<file path="src/rtl/memory_port_arbiter.sv">
// Shares one multi-cycle backing-memory port between the I-cache refill
// path (IF) and the data-memory path (DM). DM wins ties unless IF has been
// passed over MAX_WAIT times in a row, in which case IF is forced through.
module memory_port_arbiter #(
  parameter int ADDR_WIDTH = 32,
  parameter int DATA_WIDTH = 32,
  parameter int MAX_WAIT   = 4
) (
  input  logic                  clock_i,
  input  logic                  reset_i,
  input  logic                  if_req_i,
  input  logic [ADDR_WIDTH-1:0] if_addr_i,
  output logic                  if_ack_o,
  output logic [DATA_WIDTH-1:0] if_rdata_o,
  input  logic                  dm_req_i,
  input  logic                  dm_we_i,
  input  logic [ADDR_WIDTH-1:0] dm_addr_i,
  input  logic [DATA_WIDTH-1:0] dm_wdata_i,
  output logic                  dm_ack_o,
  output logic [DATA_WIDTH-1:0] dm_rdata_o,
  output logic                  mem_req_o,
  output logic                  mem_we_o,
  output logic [ADDR_WIDTH-1:0] mem_addr_o,
  output logic [DATA_WIDTH-1:0] mem_wdata_o,
  input  logic                  mem_ready_i,
  input  logic [DATA_WIDTH-1:0] mem_rdata_i,
  output logic                  busy_o
);

  localparam logic [2:0] IDLE     = 3'd0;
  localparam logic [2:0] SERVE_IF = 3'd1;
  localparam logic [2:0] SERVE_DM = 3'd2;
  localparam logic [2:0] RESP_IF  = 3'd3;
  localparam logic [2:0] RESP_DM  = 3'd4;

  // MAX_WAIT is limited to 1..15, so four bits hold the streak count.
  localparam logic [3:0] MAX_WAIT_C = 4'(MAX_WAIT);

  logic [2:0]            state_q,     state_d;
  logic [3:0]            streak_q,    streak_d;
  logic                  mem_we_q,    mem_we_d;
  logic [ADDR_WIDTH-1:0] mem_addr_q,  mem_addr_d;
  logic [DATA_WIDTH-1:0] mem_wdata_q, mem_wdata_d;
  logic [DATA_WIDTH-1:0] if_rdata_q,  if_rdata_d;
  logic [DATA_WIDTH-1:0] dm_rdata_q,  dm_rdata_d;

  // Next-state logic: arbitration in IDLE, wait for mem_ready in SERVE,
  // single ack cycle in RESP.
  always_comb begin
    state_d     = state_q;
    streak_d    = streak_q;
    mem_we_d    = mem_we_q;
    mem_addr_d  = mem_addr_q;
    mem_wdata_d = mem_wdata_q;
    if_rdata_d  = if_rdata_q;
    dm_rdata_d  = dm_rdata_q;
    case (state_q)
      IDLE: begin
        if (dm_req_i && (!if_req_i || (streak_q < MAX_WAIT_C))) begin
          state_d     = SERVE_DM;
          mem_we_d    = dm_we_i;
          mem_addr_d  = dm_addr_i;
          mem_wdata_d = dm_wdata_i;
          // Only count DM wins that actually made IF wait.
          if (!if_req_i) begin
            streak_d = 4'd0;
          end else if (streak_q != MAX_WAIT_C) begin
            streak_d = streak_q + 4'd1;
          end
        end else if (if_req_i) begin
          state_d     = SERVE_IF;
          mem_we_d    = 1'b0;
          mem_addr_d  = if_addr_i;
          mem_wdata_d = '0;
          streak_d    = 4'd0;
        end
      end
      SERVE_IF: begin
        if (mem_ready_i) begin
          state_d    = RESP_IF;
          if_rdata_d = mem_rdata_i;
        end
      end
      SERVE_DM: begin
        if (mem_ready_i) begin
          state_d = RESP_DM;
          // Writes leave the previous read data visible.
          if (!mem_we_q) begin
            dm_rdata_d = mem_rdata_i;
          end
        end
      end
      RESP_IF, RESP_DM: state_d = IDLE;
      default:          state_d = IDLE;
    endcase
  end

  // State and datapath registers; reset abandons any transaction in flight.
  always_ff @(posedge clock_i or posedge reset_i) begin
    if (reset_i) begin
      state_q     <= IDLE;
      streak_q    <= 4'd0;
      mem_we_q    <= 1'b0;
      mem_addr_q  <= '0;
      mem_wdata_q <= '0;
      if_rdata_q  <= '0;
      dm_rdata_q  <= '0;
    end else begin
      state_q     <= state_d;
      streak_q    <= streak_d;
      mem_we_q    <= mem_we_d;
      mem_addr_q  <= mem_addr_d;
      mem_wdata_q <= mem_wdata_d;
      if_rdata_q  <= if_rdata_d;
      dm_rdata_q  <= dm_rdata_d;
    end
  end

  // Control outputs decode straight from the state register so an
  // asynchronous reset clears them without waiting for a clock edge.
  assign mem_req_o   = (state_q == SERVE_IF) || (state_q == SERVE_DM);
  assign if_ack_o    = (state_q == RESP_IF);
  assign dm_ack_o    = (state_q == RESP_DM);
  assign busy_o      = (state_q != IDLE);
  assign mem_we_o    = mem_we_q;
  assign mem_addr_o  = mem_addr_q;
  assign mem_wdata_o = mem_wdata_q;
  assign if_rdata_o  = if_rdata_q;
  assign dm_rdata_o  = dm_rdata_q;

endmodule

</file>
<file path="config.mk">
export PLATFORM = sky130hd
export DESIGN_NAME = memory_port_arbiter
export DESIGN_NICKNAME = d
export VERILOG_FILES = /design/src/rtl/memory_port_arbiter.sv
export SDC_FILE = /design/constraint.sdc
export NUM_CORES = 1
export LEC_CHECK = 0
export CORE_AREA = 2 2 103 105
export CTS_BUF_LIST = sky130_fd_sc_hd__clkbuf_4 sky130_fd_sc_hd__clkbuf_8
export CTS_CLUSTER_SIZE = 12
export DETAILED_ROUTE_END_ITERATION = 10
export DIE_AREA = 0 0 105 107
export DONT_BUFFER_PORTS = 1
export PLACE_DENSITY = 0.73
export SLEW_MARGIN = 20
export SYNTH_ARGS = -nofsm -noshare
export SYNTH_HDL_FRONTEND = slang
export SYNTH_SLANG_ARGS = --single-unit
</file>
<file path="constraint.sdc">
create_clock -name clock_i -period 5.85 [get_ports clock_i]
set_input_delay 1.17 -clock clock_i [delete_from_list [all_inputs] [get_ports clock_i]]
set_output_delay 1.17 -clock clock_i [all_outputs]
set_load 0.01 [all_outputs]
</file>
# After elaboration in Yosys (flattened, before gate mapping)
# Cells that the tools add are included.
# op_classes
n_reduce_logical	12
add_sub_neg	1
n_eq_ne	9
n_bitwise	1
magnitude_cmp	1
mux	15
# op_table
cell	count
$mux W32	4
$mux W4	4
$mux W3	4
$pmux W3 S3	1
$reduce_and A3 Y1	3
$eq A3 B2 Y1 const B	2
$add A4 B1 Y4 const B	1
$lt A4 B3 Y1 const B	1
$ne A2 B2 Y1 const B	2
$ne A4 B3 Y1 const B	1
$reduce_and A2 Y1	2
$eq A3 B1 Y1 const B	1
$eq A3 B3 Y1 const B	1
$logic_not A3 Y1	1
$ne A3 B2 Y1 const B	1
$ne A3 B3 Y1 const B	1
$reduce_bool A3 Y1	1
$logic_or A1 B1 Y1	2
$mux W1	2
$reduce_bool A2 Y1	1
$logic_and A1 B1 Y1	1
$logic_not A1 Y1	1
$not A1 Y1	1
# word_totals
wordCells	46
regBits	136
output_inout_bits	133

# Logic depth before layout (Yosys ltp)
# depth
word_depth	5
mapped_depth	6
depth_no_buf	4

# Least setup slack after synthesis
# No wires, ideal clock.
# synth_timing
path_kind	input-to-reg
startpoint	input port if_req_i
endpoint	register state_q[0]
arrival_time_ns	2.080
required_ns	5.731
stages	5
setup_slack_ns	3.651
cell_sequence	buf_2 nor2_2 clkbuf_1 a21oi_1 o21a_1
# synth_between
elab_chain_cells	5
# synth_rtl
element	line_no	source
start, declared	11	input logic if_req_i,
$logic_not A1 Y1	n/a	
$logic_or A1 B1 Y1	59	if (dm_req_i && (!if_req_i || (streak_q < MAX_WAIT_C))) begin
$logic_and A1 B1 Y1	59	
$ne A3 B3 Y1 (no line) / $mux W3 (equally long branches)	n/a	
$reduce_and A3 Y1 (no line) / $pmux W3 S3 (equally long branches)	n/a	
end signal, assigned	109	state_q <= state_d;
end, declared	39	logic [2:0] state_q, state_d;
# Several ways; a longest one is shown, not always the timed one.
# A chain may end at the register's enable or synchronous reset.

# Worst setup path in the final report
# layout_timing
startpoint	register state_q[0]
endpoint	output port busy_o
# layout_between
elab_chain_cells	1
# layout_rtl
element	line_no	source
$reduce_bool A3 Y1	124	assign busy_o = (state_q != IDLE);
end, declared	27	output logic busy_o
# Every way passes these cells.

==> summary.txt <==
Status: complete, no violations
Reg2Reg Launch Point: state_q[0]
Rows: 37
Core area: 10100 um2
Placer Congestion: 0.809
Period Utilization, post-route: 0.490
Clk_skew: 5.99 ps
Adder-Cell Fraction of Synth Area: 0.00439
Die area: 11200 um2
Ratio of cells with drive above 1 in the final layout: 0.275
Mux cell area share after synthesis: 0.135
Latest clock arrival within the worst-skew pair: 420 ps
Synth Area in Compound Gates: 0.189
Main combinational cell family by area after synthesis: compound AO/OA/AOI/OAI gates
Post-synth cell types: 33
Setup Buffers After CTS: 0
Hold Path Class: flop to flop
Synth Area in XOR/XNOR: 0.00154
# fillers: 803
Worst IR drop on VDD: 260 uV
Clock Path Buffers: 2
Final Cell Area: 6040 um2
FMAX: 0.349 GHz
Number of synthesized register bits: 136
Area Overhead vs Synth: 6.04%
Slew HR: 0.315
Unrepaired setup endpoints after global routing: no
Placed cell area: 5680 um2
Final setup viols: 0
Critical path endpoint category: output pin
Arr. time, crit path: 1690 ps
Post-CTS sizing: 0
Hold_sp: streak_q[1]
Die H: 107 um
Hold Vio Cnt, Final: 0
Final TNS setup: 0 ps
Clock slew at reported path FFs: 70 ps
Nets: 525
Initial antenna violation count: 0
CP Max Fanout: 35
Starting Density: 0.565
Avg Cell Area, Syn: 14.2 um2
Syn Inst Count: 401
Fin. max-slew vios: 0
Register area share after synthesis: 0.597
CTS tree: yes
Final Power: 3650 uW
Syn Nets: 537
First-pass GRT wire length: 19300 um
Antenna cells: 0
Vias: 3521
Vias per cell: 6.57
I/O pin cnt: 267
CP Launch Point: state_q[0]
PwrDens: 604 nW/um2
Hold Buf Count CTS: 0
IO Port Bufs: 0
Dpl hpwl: 8730 um
Crit path kind: flop to output pin
WL/cell: 23.8 um
Max-cap violations: 0
Required @ worst endpoint: 4680 ps
WL final: 12800 um
Cts bufs inserted: 17
Grt total ovfl: 0
Synth warn: 0
Width of the die: 105 um
Vias in the first global route: 3530
Initial detailed-routing violation count: 232
Synth Area in Simple Gates: 0.0257
CP startpoint kind: flop
Clock tree root driver cell: clkbuf_8
Post-route DRC: 0
H-Tree Depth: 4
GRT Overall Usage: 0.226
Worst-Margin Slew: 1030 ps
Pre-antenna DRT Iters: 5
ANT nets after route: 0
Leak: 0.00251 uW
Tmin final: 2860 ps
Largest net degree at the start of global routing: 72
Clk sink count: 136
Mapped Area: 5700 um2
-- area by class of cell --
cell class | count | area, um2 | share of cell area
well taps | 136 | 170 | 0.0282
multi-input cells | 221 | 2030 | 0.336
flip-flops and latches | 136 | 3400 | 0.563
inverters | 6 | 32.5 | 0.00538
clock inverters | 9 | 78.8 | 0.0130
clock buffers | 21 | 270 | 0.0447
repair buffers | 7 | 60.1 | 0.00994
-- cell usage in the layout, fill, tap and decap left out, drive strengths merged --
| cell | count |
|---|---|
| inv | 6 |
| bufinv | 1 |
| and4 | 1 |
| mux2 | 65 |
| dfrtp | 136 |
| clkinv | 6 |
| a21oi | 1 |
| ha | 2 |
| a2bb2oi | 32 |
| nor4 | 1 |
| nor2 | 4 |
| and2 | 1 |
| clkbuf | 21 |
| nor3 | 4 |
| nor3b | 2 |
| a22o | 34 |
| o21a | 2 |
| a32o | 1 |
| nor4b | 1 |
| a311oi | 32 |
| o21ai | 35 |
| clkinvlp | 2 |
| a211oi | 1 |
| buf | 7 |
| nand2 | 1 |
| xnor2 | 1 |
-- sequential cells by signal (all words and copies together) (netlist names) --
name         count
mem_wdata_o     32
streak_q         4
if_rdata_o      32
mem_addr_o      32
dm_rdata_o      32
mem_we_o         1
state_q          3
-- worst max-delay path, cell delays in order, from the launching register on --
cell     delay, ps
dfrtp_1        630
nor3_4         100
inv_2          540
-- where the power goes --
group	internal [uW]	leakage [uW]	switching [uW]	total [uW]
registers	1390	0.00164	576	1970
clock network	353	0.000181	325	678
logic	571	0.000689	434	1000
total	2320	0.00251	1340	3650
-- worst paths after layout --
path                             endpoint  slack [ps]  cells past startpoint
setup / recovery                   busy_o        2990                      2
hold / removal                streak_q[1]         550                      1
setup reg to reg            mem_addr_o[1]        3650                      4
hold reg to reg               streak_q[1]         550                      1
max in group asynchronous  if_rdata_o[14]        3870                      2
min in group asynchronous  dm_rdata_o[31]         680                      1
-- per-stage QoR --
stage / hold WS (ps) / util / setup slack, ps / instances
3_3_place_gp: 513 / 0.563 / 2830 / 505
5_1_grt: 562 / 0.599 / 2860 / 536
3_5_place_dp: 536 / 0.563 / 2790 / 505
6_report: 547 / 0.599 / 2990 / 536
2_1_floorplan: 480 / - / 1040 / 401
4_1_cts: 553 / 0.597 / 2960 / 535
-- logic make-up after synthesis --
kind of cell | after synthesis
AO/OA/AOI/OAI | 138
XOR/XNOR | 1
adder cells (fa/ha/maj) | 2
buffers and inverters | 44
flip-flops | 136
multiplexers | 65
AND/OR/NAND/NOR | 15
-- routing by layer --
metal / vias to the layer above / global-route usage / routed length [um]
met3: 14 / 0.0991 / 1350
met1: 1762 / 0.262 / 4700
li1: 1505 / - / -
met5: - / 0 / 0
met4: 0 / 0.0867 / 187
met2: 240 / 0.372 / 6540
-- cells in the mapped netlist, drive strengths merged --
cell type / n / area [um2]
nand2: 1 / 3.75
xnor2: 1 / 8.76
nor2: 4 / 25.0
nor3b: 2 / 15.0
and2: 1 / 6.26
nor4b: 1 / 23.8
inv: 6 / 27.5
a32o: 1 / 10.0
mux2: 65 / 769
ha: 2 / 25.0
buf: 21 / 180
nor4: 1 / 21.3
a2bb2oi: 32 / 280
o21ai: 35 / 179
a22o: 34 / 298
dfrtp: 136 / 3400
a21oi: 1 / 5.00
nor3: 4 / 42.5
clkbuf: 17 / 63.8
and4: 1 / 8.76
a311oi: 32 / 280
o21a: 2 / 15.0
a211oi: 1 / 7.51
No activity file was read; power rests on OpenSTA's default activity.
